File: src/rtl/pkg_dtypes.sv
// Shared channel types between ALU, result cache and interconnect.
package pkg_dtypes;

  localparam int unsigned EuidxW = 2;
  localparam int unsigned UidW   = 4;
  localparam int unsigned SpecW  = 2;
  localparam int unsigned DataW  = 32;

  // Renamed operand address: owning EU, unique id, speculation tag.
  typedef struct packed {
    logic [EuidxW-1:0] euidx;
    logic [UidW-1:0]   uid;
    logic [SpecW-1:0]  spec;
  } type_opd_addr;

  typedef struct packed {
    logic [DataW-1:0] opd_data;
    type_opd_addr     opd_addr;
    logic             opd_valid;
  } type_alu_channel_tx;

  typedef struct packed {
    logic opd_store_success;
  } type_alu_channel_rx;

  typedef struct packed {
    logic [DataW-1:0] data_tx;
    logic             data_valid_tx;
    type_opd_addr     src_addr;
    logic             req_valid;
  } type_icon_tx_channel_chside;

  typedef struct packed {
    logic [DataW-1:0] data_rx;
    logic             data_valid_rx;
    logic             success;
  } type_icon_rx_channel_chside;

endpackage

File: src/rtl/eu_result_cache.sv
// Per-EU result store: holds tagged ALU results until a single interconnect
// read consumes them. Writes handshake combinationally, reads respond one
// cycle later.
module eu_result_cache
  import pkg_dtypes::*;
#(
  parameter int unsigned EUIDX = 0,
  parameter int unsigned DEPTH = 4
) (
  input  logic                       i_clk,
  input  logic                       i_nrst,
  input  type_alu_channel_tx         i_alu_tx,
  output logic                       o_opd_store_success,
  input  type_icon_tx_channel_chside i_icon_req,
  output type_icon_rx_channel_chside o_icon_rsp,
  output logic [$clog2(DEPTH):0]     o_count,
  output logic                       o_full,
  output logic                       o_empty,
  output logic                       o_addr_err
);

  localparam int unsigned IdxW = (DEPTH > 1) ? $clog2(DEPTH) : 1;
  localparam int unsigned CntW = $clog2(DEPTH) + 1;
  localparam int unsigned TagW = UidW + SpecW;
  localparam logic [EuidxW-1:0] OwnEu = EuidxW'(EUIDX);

  // Entry storage; euidx is implied by ownership and not kept.
  logic [DEPTH-1:0] valid_q;
  logic [TagW-1:0]  tag_q  [DEPTH];
  logic [DataW-1:0] data_q [DEPTH];

  logic [CntW-1:0]            count_q;
  type_icon_rx_channel_chside rsp_q, rsp_d;
  logic                       addr_err_q;

  logic [TagW-1:0] wr_tag, rd_tag;
  logic            wr_own, wr_foreign, wr_dup, free_found, wr_en;
  logic [IdxW-1:0] free_idx;
  logic            rd_own, rd_hit;
  logic [IdxW-1:0] hit_idx;

  // Data/valid-request fields on the request channel carry nothing for us.
  logic unused_icon;
  assign unused_icon = ^{i_icon_req.data_tx, i_icon_req.data_valid_tx};

  assign wr_tag     = {i_alu_tx.opd_addr.uid, i_alu_tx.opd_addr.spec};
  assign rd_tag     = {i_icon_req.src_addr.uid, i_icon_req.src_addr.spec};
  assign wr_own     = i_alu_tx.opd_valid && (i_alu_tx.opd_addr.euidx == OwnEu);
  assign wr_foreign = i_alu_tx.opd_valid && (i_alu_tx.opd_addr.euidx != OwnEu);
  assign rd_own     = i_icon_req.req_valid && (i_icon_req.src_addr.euidx == OwnEu);

  // Lowest free slot and duplicate-tag detection, both on start-of-cycle state.
  always_comb begin
    wr_dup     = 1'b0;
    free_found = 1'b0;
    free_idx   = '0;
    for (int i = int'(DEPTH) - 1; i >= 0; i--) begin
      if (!valid_q[i]) begin
        free_found = 1'b1;
        free_idx   = IdxW'(i);
      end
      if (valid_q[i] && (tag_q[i] == wr_tag)) begin
        wr_dup = 1'b1;
      end
    end
  end

  // Read lookup; tags are unique so at most one entry can match.
  always_comb begin
    rd_hit  = 1'b0;
    hit_idx = '0;
    for (int unsigned i = 0; i < DEPTH; i++) begin
      if (rd_own && valid_q[i] && (tag_q[i] == rd_tag)) begin
        rd_hit  = 1'b1;
        hit_idx = IdxW'(i);
      end
    end
  end

  assign wr_en = wr_own && free_found && !wr_dup;

  // Next response: entry data on a hit, all zeros otherwise.
  always_comb begin
    rsp_d = '0;
    if (rd_hit) begin
      rsp_d.data_rx       = data_q[hit_idx];
      rsp_d.data_valid_rx = 1'b1;
      rsp_d.success       = 1'b1;
    end
  end

  // Control state: valid bits, occupancy, response and sticky error.
  // A hit frees a valid slot and a write fills an invalid one, so they never collide.
  always_ff @(posedge i_clk) begin
    if (!i_nrst) begin
      valid_q    <= '0;
      count_q    <= '0;
      rsp_q      <= '0;
      addr_err_q <= 1'b0;
    end else begin
      if (wr_en) begin
        valid_q[free_idx] <= 1'b1;
      end
      if (rd_hit) begin
        valid_q[hit_idx] <= 1'b0;
      end
      count_q <= count_q + CntW'(wr_en) - CntW'(rd_hit);
      rsp_q   <= rsp_d;
      if (wr_foreign) begin
        addr_err_q <= 1'b1;
      end
    end
  end

  // Payload storage; contents are meaningless while the valid bit is clear.
  always_ff @(posedge i_clk) begin
    if (wr_en) begin
      tag_q[free_idx]  <= wr_tag;
      data_q[free_idx] <= i_alu_tx.opd_data;
    end
  end

  assign o_opd_store_success = wr_en;
  assign o_icon_rsp          = rsp_q;
  assign o_count             = count_q;
  assign o_full              = (count_q == CntW'(DEPTH));
  assign o_empty             = (count_q == '0);
  assign o_addr_err          = addr_err_q;

endmodule

File: config.mk
export PLATFORM = sky130hd
export DESIGN_NAME = eu_result_cache
export DESIGN_NICKNAME = d
export VERILOG_FILES = /design/src/rtl/pkg_dtypes.sv /design/src/rtl/eu_result_cache.sv
export SDC_FILE = /design/constraint.sdc
export NUM_CORES = 1
export LEC_CHECK = 0
export BUFFER_PORTS_ARGS = -buffer_cell sky130_fd_sc_hd__buf_2
export CAP_MARGIN = 20
export CORE_MARGIN = 4
export CORE_UTILIZATION = 52
export CTS_BUF_LIST = sky130_fd_sc_hd__clkbuf_4
export DETAILED_ROUTE_END_ITERATION = 6
export GPL_TIMING_DRIVEN = 0
export PLACE_DENSITY = 0.78
export SLEW_MARGIN = 5
export SYNTH_ARGS = -nofsm -noshare
export SYNTH_HDL_FRONTEND = slang
export SYNTH_SLANG_ARGS = --single-unit
File: constraint.sdc
create_clock -name i_clk -period 4.7 [get_ports i_clk]
set_input_delay 0.94 -clock i_clk [delete_from_list [all_inputs] [get_ports i_clk]]
set_output_delay 0.94 -clock i_clk [all_outputs]
set_load 0.01 [all_outputs]
Yosys cells after proc, flatten, opt, wreduce, memory -nomap -nowiden
Memories as Yosys holds them, arrays and structs flattened. A register that Yosys moved wholly into a read port is not among the register bits.
Cells that the tools add are included.

operators by class
  mux-type cells = 29
  $lt $le $gt $ge = 4
  $add $sub $neg = 2
  bitwise operators = 3
  equality and inequality tests = 9
  reduce and logical (&&, ||, !) cells = 26

operators by type and width
  kind                                                                    count
  6-bit equality test                                                     8
  1-bit logical AND                                                       19
  1-bit 2-to-1 mux                                                        17
  2-bit 2-to-1 mux                                                        7
  4-bit 2-to-1 mux                                                        3
  2-bit by 3-bit < comparator with 1-bit output (second input constant)   2
  4-bit bitwise AND                                                       1
  1-bit demux with 2-bit select                                           2
  2-bit by 1-bit >= comparator with 1-bit output (second input constant)  2
  2-bit logical NOT                                                       2
  4-bit NOT                                                               1
  4-bit bitwise OR                                                        1
  3-bit by 1-bit adder with 3-bit output                                  1
  3-bit equality test (second input constant)                             1
  3-bit logical NOT                                                       1
  3-bit by 1-bit subtractor with 3-bit output                             1
  1-bit logical NOT                                                       2
  2-bit AND reduction                                                     1
  2-bit nonzero test                                                      1

word-level totals
  output and inout bits = 41
  memories = 2
  logic and storage cells = 80
  bits in writable memories = 152
  bits in registers = 10

memory list
  memory  depth  width  rd ports  clocked after memory_dff  wr ports  line                   source
  data_q  4      32     1         1                         1         eu_result_cache.sv:30  logic [DataW-1:0] data_q [DEPTH];
  tag_q   4      6      4         0                         1         eu_result_cache.sv:29  logic [TagW-1:0] tag_q [DEPTH];

Logic depth before layout (Yosys ltp)
  depth in word-level cells = 14
  gate-level depth with buffers = 12
  mapped depth without buffers = 10

Worst setup path after synthesis
Ideal clock, no wire load.

  path kind = input port to flip-flop
  start = input i_alu_tx[4] (netlist name)
  end = memory data_q[0][0], enable pin
  setup time = 0.492 ns
  path buffers = 1
  arrival = 4.713 ns
  data required time = 4.208 ns
  stages = 6
  path slack = -0.505 ns
  cell sequence = buf_2 -> xnor2_1 -> nand4_1 -> o22ai_1 -> nor3_1 -> a21boi_0

between the ends
  cells in the longest elaborated chain, start to end = 10

RTL lines
  item                                        line                    source
  start: declaration                          eu_result_cache.sv:12   input type_alu_channel_tx i_alu_tx,
  6-bit equality test                         eu_result_cache.sv:62   if (valid_q[i] && (tag_q[i] == wr_tag)) begin
  1-bit logical AND                           eu_result_cache.sv:62
  1-bit 2-to-1 mux (3 in a row)               eu_result_cache.sv:62
  1-bit 2-to-1 mux (*)                        eu_result_cache.sv:62
  1-bit logical NOT (*)                       eu_result_cache.sv:80   assign wr_en = wr_own && free_found && !wr_dup;
  1-bit logical AND (*)                       eu_result_cache.sv:80
  via o_opd_store_success                     eu_result_cache.sv:13   output logic o_opd_store_success,
  1-bit 2-to-1 mux (*)                        eu_result_cache.sv:117  if (wr_en) begin
  1-bit 2-to-1 mux (not written as such) (*)  eu_result_cache.sv:119  data_q[free_idx] <= i_alu_tx.opd_data;
  end: declaration                            eu_result_cache.sv:30

Mark *: on every way through the listed nets, which the timed path passes. The rest lies on a longest branch.

Worst setup path after layout
  start = input i_alu_tx[2] (netlist name)
  end = output o_opd_store_success

between the ends
  cells in the longest elaborated chain, start to end = 8

RTL lines
  item                           line
  6-bit equality test            eu_result_cache.sv:62
  1-bit logical AND              eu_result_cache.sv:62
  1-bit 2-to-1 mux (3 in a row)  eu_result_cache.sv:62
  1-bit 2-to-1 mux (*)           eu_result_cache.sv:62
  1-bit logical NOT (*)          eu_result_cache.sv:80
  1-bit logical AND (*)          eu_result_cache.sv:80
  end: declaration               eu_result_cache.sv:13

Every way passes the cells marked *; elsewhere a longest branch is shown, timed or not.

==> out/metrics.yaml <==
crit_top_cell: "buf_2"
die_width_um: 128
ir_drop_mv: 0.182
async_reset_ff_frac: 0
syn_inst: 494
tightestPinTransition_ps: 939
tritoncts: "done"
nNetsFinal: 697
ys_seq_area_frac: 0.714
yosysWarnings: 0
setup_ws_ps: 1360
drv_cap: 0
ys.flop_type: "edfxtp_1"
antenna_found_initial: 3
portBuffers: 90
drive_gt1_frac: 0.297
synth_edf_count: 152
cts_resized: 0
slew_violations: 0
p_leak_nw: 3.13
slowest_delay_ps: 530
hold_slack_ps: 488
slowest_stage: "nor3_1"
worstPathArrival_ps: 2400
hold_violations: 0
ctsHtreeMaxLevel: 4
yosys.area.top_type_share: 0.605
drc: 0
grt_usage: 0.194
syn_avg_cell_area_um2: 15.3
outcome: "completed"
worst_ep_required_time_ps: 3760
timing.final.crit_share: 0.710
initial_core_util: 0.537
power.total_w: 0.00281
netlist-cell-type-count: 39
hp-class: "register to register"
netlist_top_cells_area: "edfxtp_1 (61%), dfxtp_1 (11%), mux2i_1 (4.2%)"
synth_area_mm2: 0.00754
yosys.area.top_type: "edfxtp_1"
clkLatencyLatePin_ps: 570
cts_buffers: 17
crit_fanout: 5
cts_hold_buf: 0
clk_pin_slew_ps: 140
fin_crit_ps: 3340
cts.sinks: 193
power_density_mw_per_mm2: 324
place_ws_ps: 991
synth-seq-cells: 193
layout_common_cells: "edfxtp_1 (152), buf_2 (101), dfxtp_1 (41)"
die-area_mm2: 0.0165
dr.first_iter.drc_count: 379
routedWlPerCell_um: 19.0
grt_max_degree: 26
num_rows: 43
setup_tns_ps: 0
grt_pass1_vias: 4657
core-area_mm2: 0.0140
startpoint_type: "input pin"
endpoint_kind: "primary output"
vias: 4390
dieHeight_um: 128
routed_wirelength_um: 15300
cts_buffer_depth: 2
slew_headroom: 0.372
worstSetupPathType: "input pin to primary output"
rsz0062_at_grt: "false"
fin_util: 0.619
syn_to_final_growth_pct: 15.3
setup_viol: 0
path_cells: "buf_2, buf_2, xnor2_1, nand3_1, o2111ai_1, nor3_1, buf_2"
place.gp.congestion: 0.830
final_common_cell: "edfxtp_1"
pin_count: 126
vias_per_cell: 5.46
overflow: 0
cts_root_buf: "clkbuf_4"
grt_pass1_wl_um: 24100
drtAntennaViolNets: 0
max_freq_ghz: 0.300
post_cts_buffers: 0
synth.net_count: 582
fin_skew_ps: 23.0
post-dp-hpwl_um: 10300
dr.pass1.iters: 4
==> power by group <==
| part | total [W] | internal [W] | switching, W |
|---|---|---|---|
| clock network | 0.000846 | 0.000334 | 0.000512 |
| registers | 0.00186 | 0.00185 | 0.00000650 |
| logic | 0.000108 | 0.0000487 | 0.0000596 |
| total | 0.00281 | 0.00224 | 0.000578 |
==> final timing paths <==
| path | start | endpoint | slack (ps) | depth (start not counted) |
|---|---|---|---|---|
| worst max-delay path | i_alu_tx[2] | o_opd_store_success | 1360 | 7 |
| worst min register to register | o_addr_err | o_addr_err | 490 | 1 |
| worst min-delay path | o_addr_err | o_addr_err | 490 | 1 |
| worst max register to register | tag_q[2][2] | data_q[2][7] | 1790 | 7 |
==> layer usage <==
layer	global-route usage	part of all wire
met2	0.330	0.52
met1	0.236	0.40
met3	0.0452	0.055
met5	0	0.00085
met4	0.0886	0.018
==> metrics by stage <==
stage	cell area (µm²)	std cells
4_1_cts	8680	802
3_3_place_gp	8220	764
5_1_grt	8690	804
3_5_place_dp	8410	770
6_report	8690	804
2_1_floorplan	7540	494
==> kinds of logic after synthesis <==
group                      after synthesis  synth area share
DFF                                    193             0.714
and+or+nand+nor                         76            0.0534
xor gates and xnor gates                50            0.0581
muxes                                   32            0.0425
buffers and inverters                   35            0.0272
adders and majority gates                3           0.00597
AOI/OAI and AO/OA                      105            0.0984
==> area by class of cell <==
| cell class | instances | area [µm²] |
|---|---|---|
| clock inverters | 11 | 116 |
| plain buffers | 28 | 179 |
| fillers | 1069 | 5350 |
| inverters | 7 | 26.3 |
| flip-flops and latches | 193 | 5390 |
| repair buffers | 96 | 608 |
| well taps | 180 | 225 |
| clock buffers | 21 | 158 |
| multi-input cells | 266 | 1990 |
| diodes | 2 | 5.00 |
==> cell usage after synthesis (3+ instances only) <==
master,instances
a21o_1,32
a21oi_1,4
a21oi_2,29
and2_1,3
buf_2,11
buf_4,4
buf_6,6
clkbuf_1,7
dfxtp_1,41
edfxtp_1,152
inv_1,7
mux2i_1,32
nand2_1,36
nand3_1,6
nand4_1,7
nor2_1,5
nor3_1,4
nor4_1,3
o21ai_0,25
o21ai_1,8
or4_1,4
xnor2_1,33
xor2_1,17
==> critical path, delay by kind of cell <==
kind,cells,cell delay (ps)
AOI/OAI and AO/OA,1,150
buffers and inverters,3,540
xor gates and xnor gates,1,140
and+or+nand+nor,2,640
==> flip-flops by register name, summed over array words and instances, names as in the netlist <==
name,count
data_q,128
o_icon_rsp,33
tag_q,24
valid_q,4
o_count,3
o_addr_err,1
Note: power is estimated with default switching activity, not from simulation.
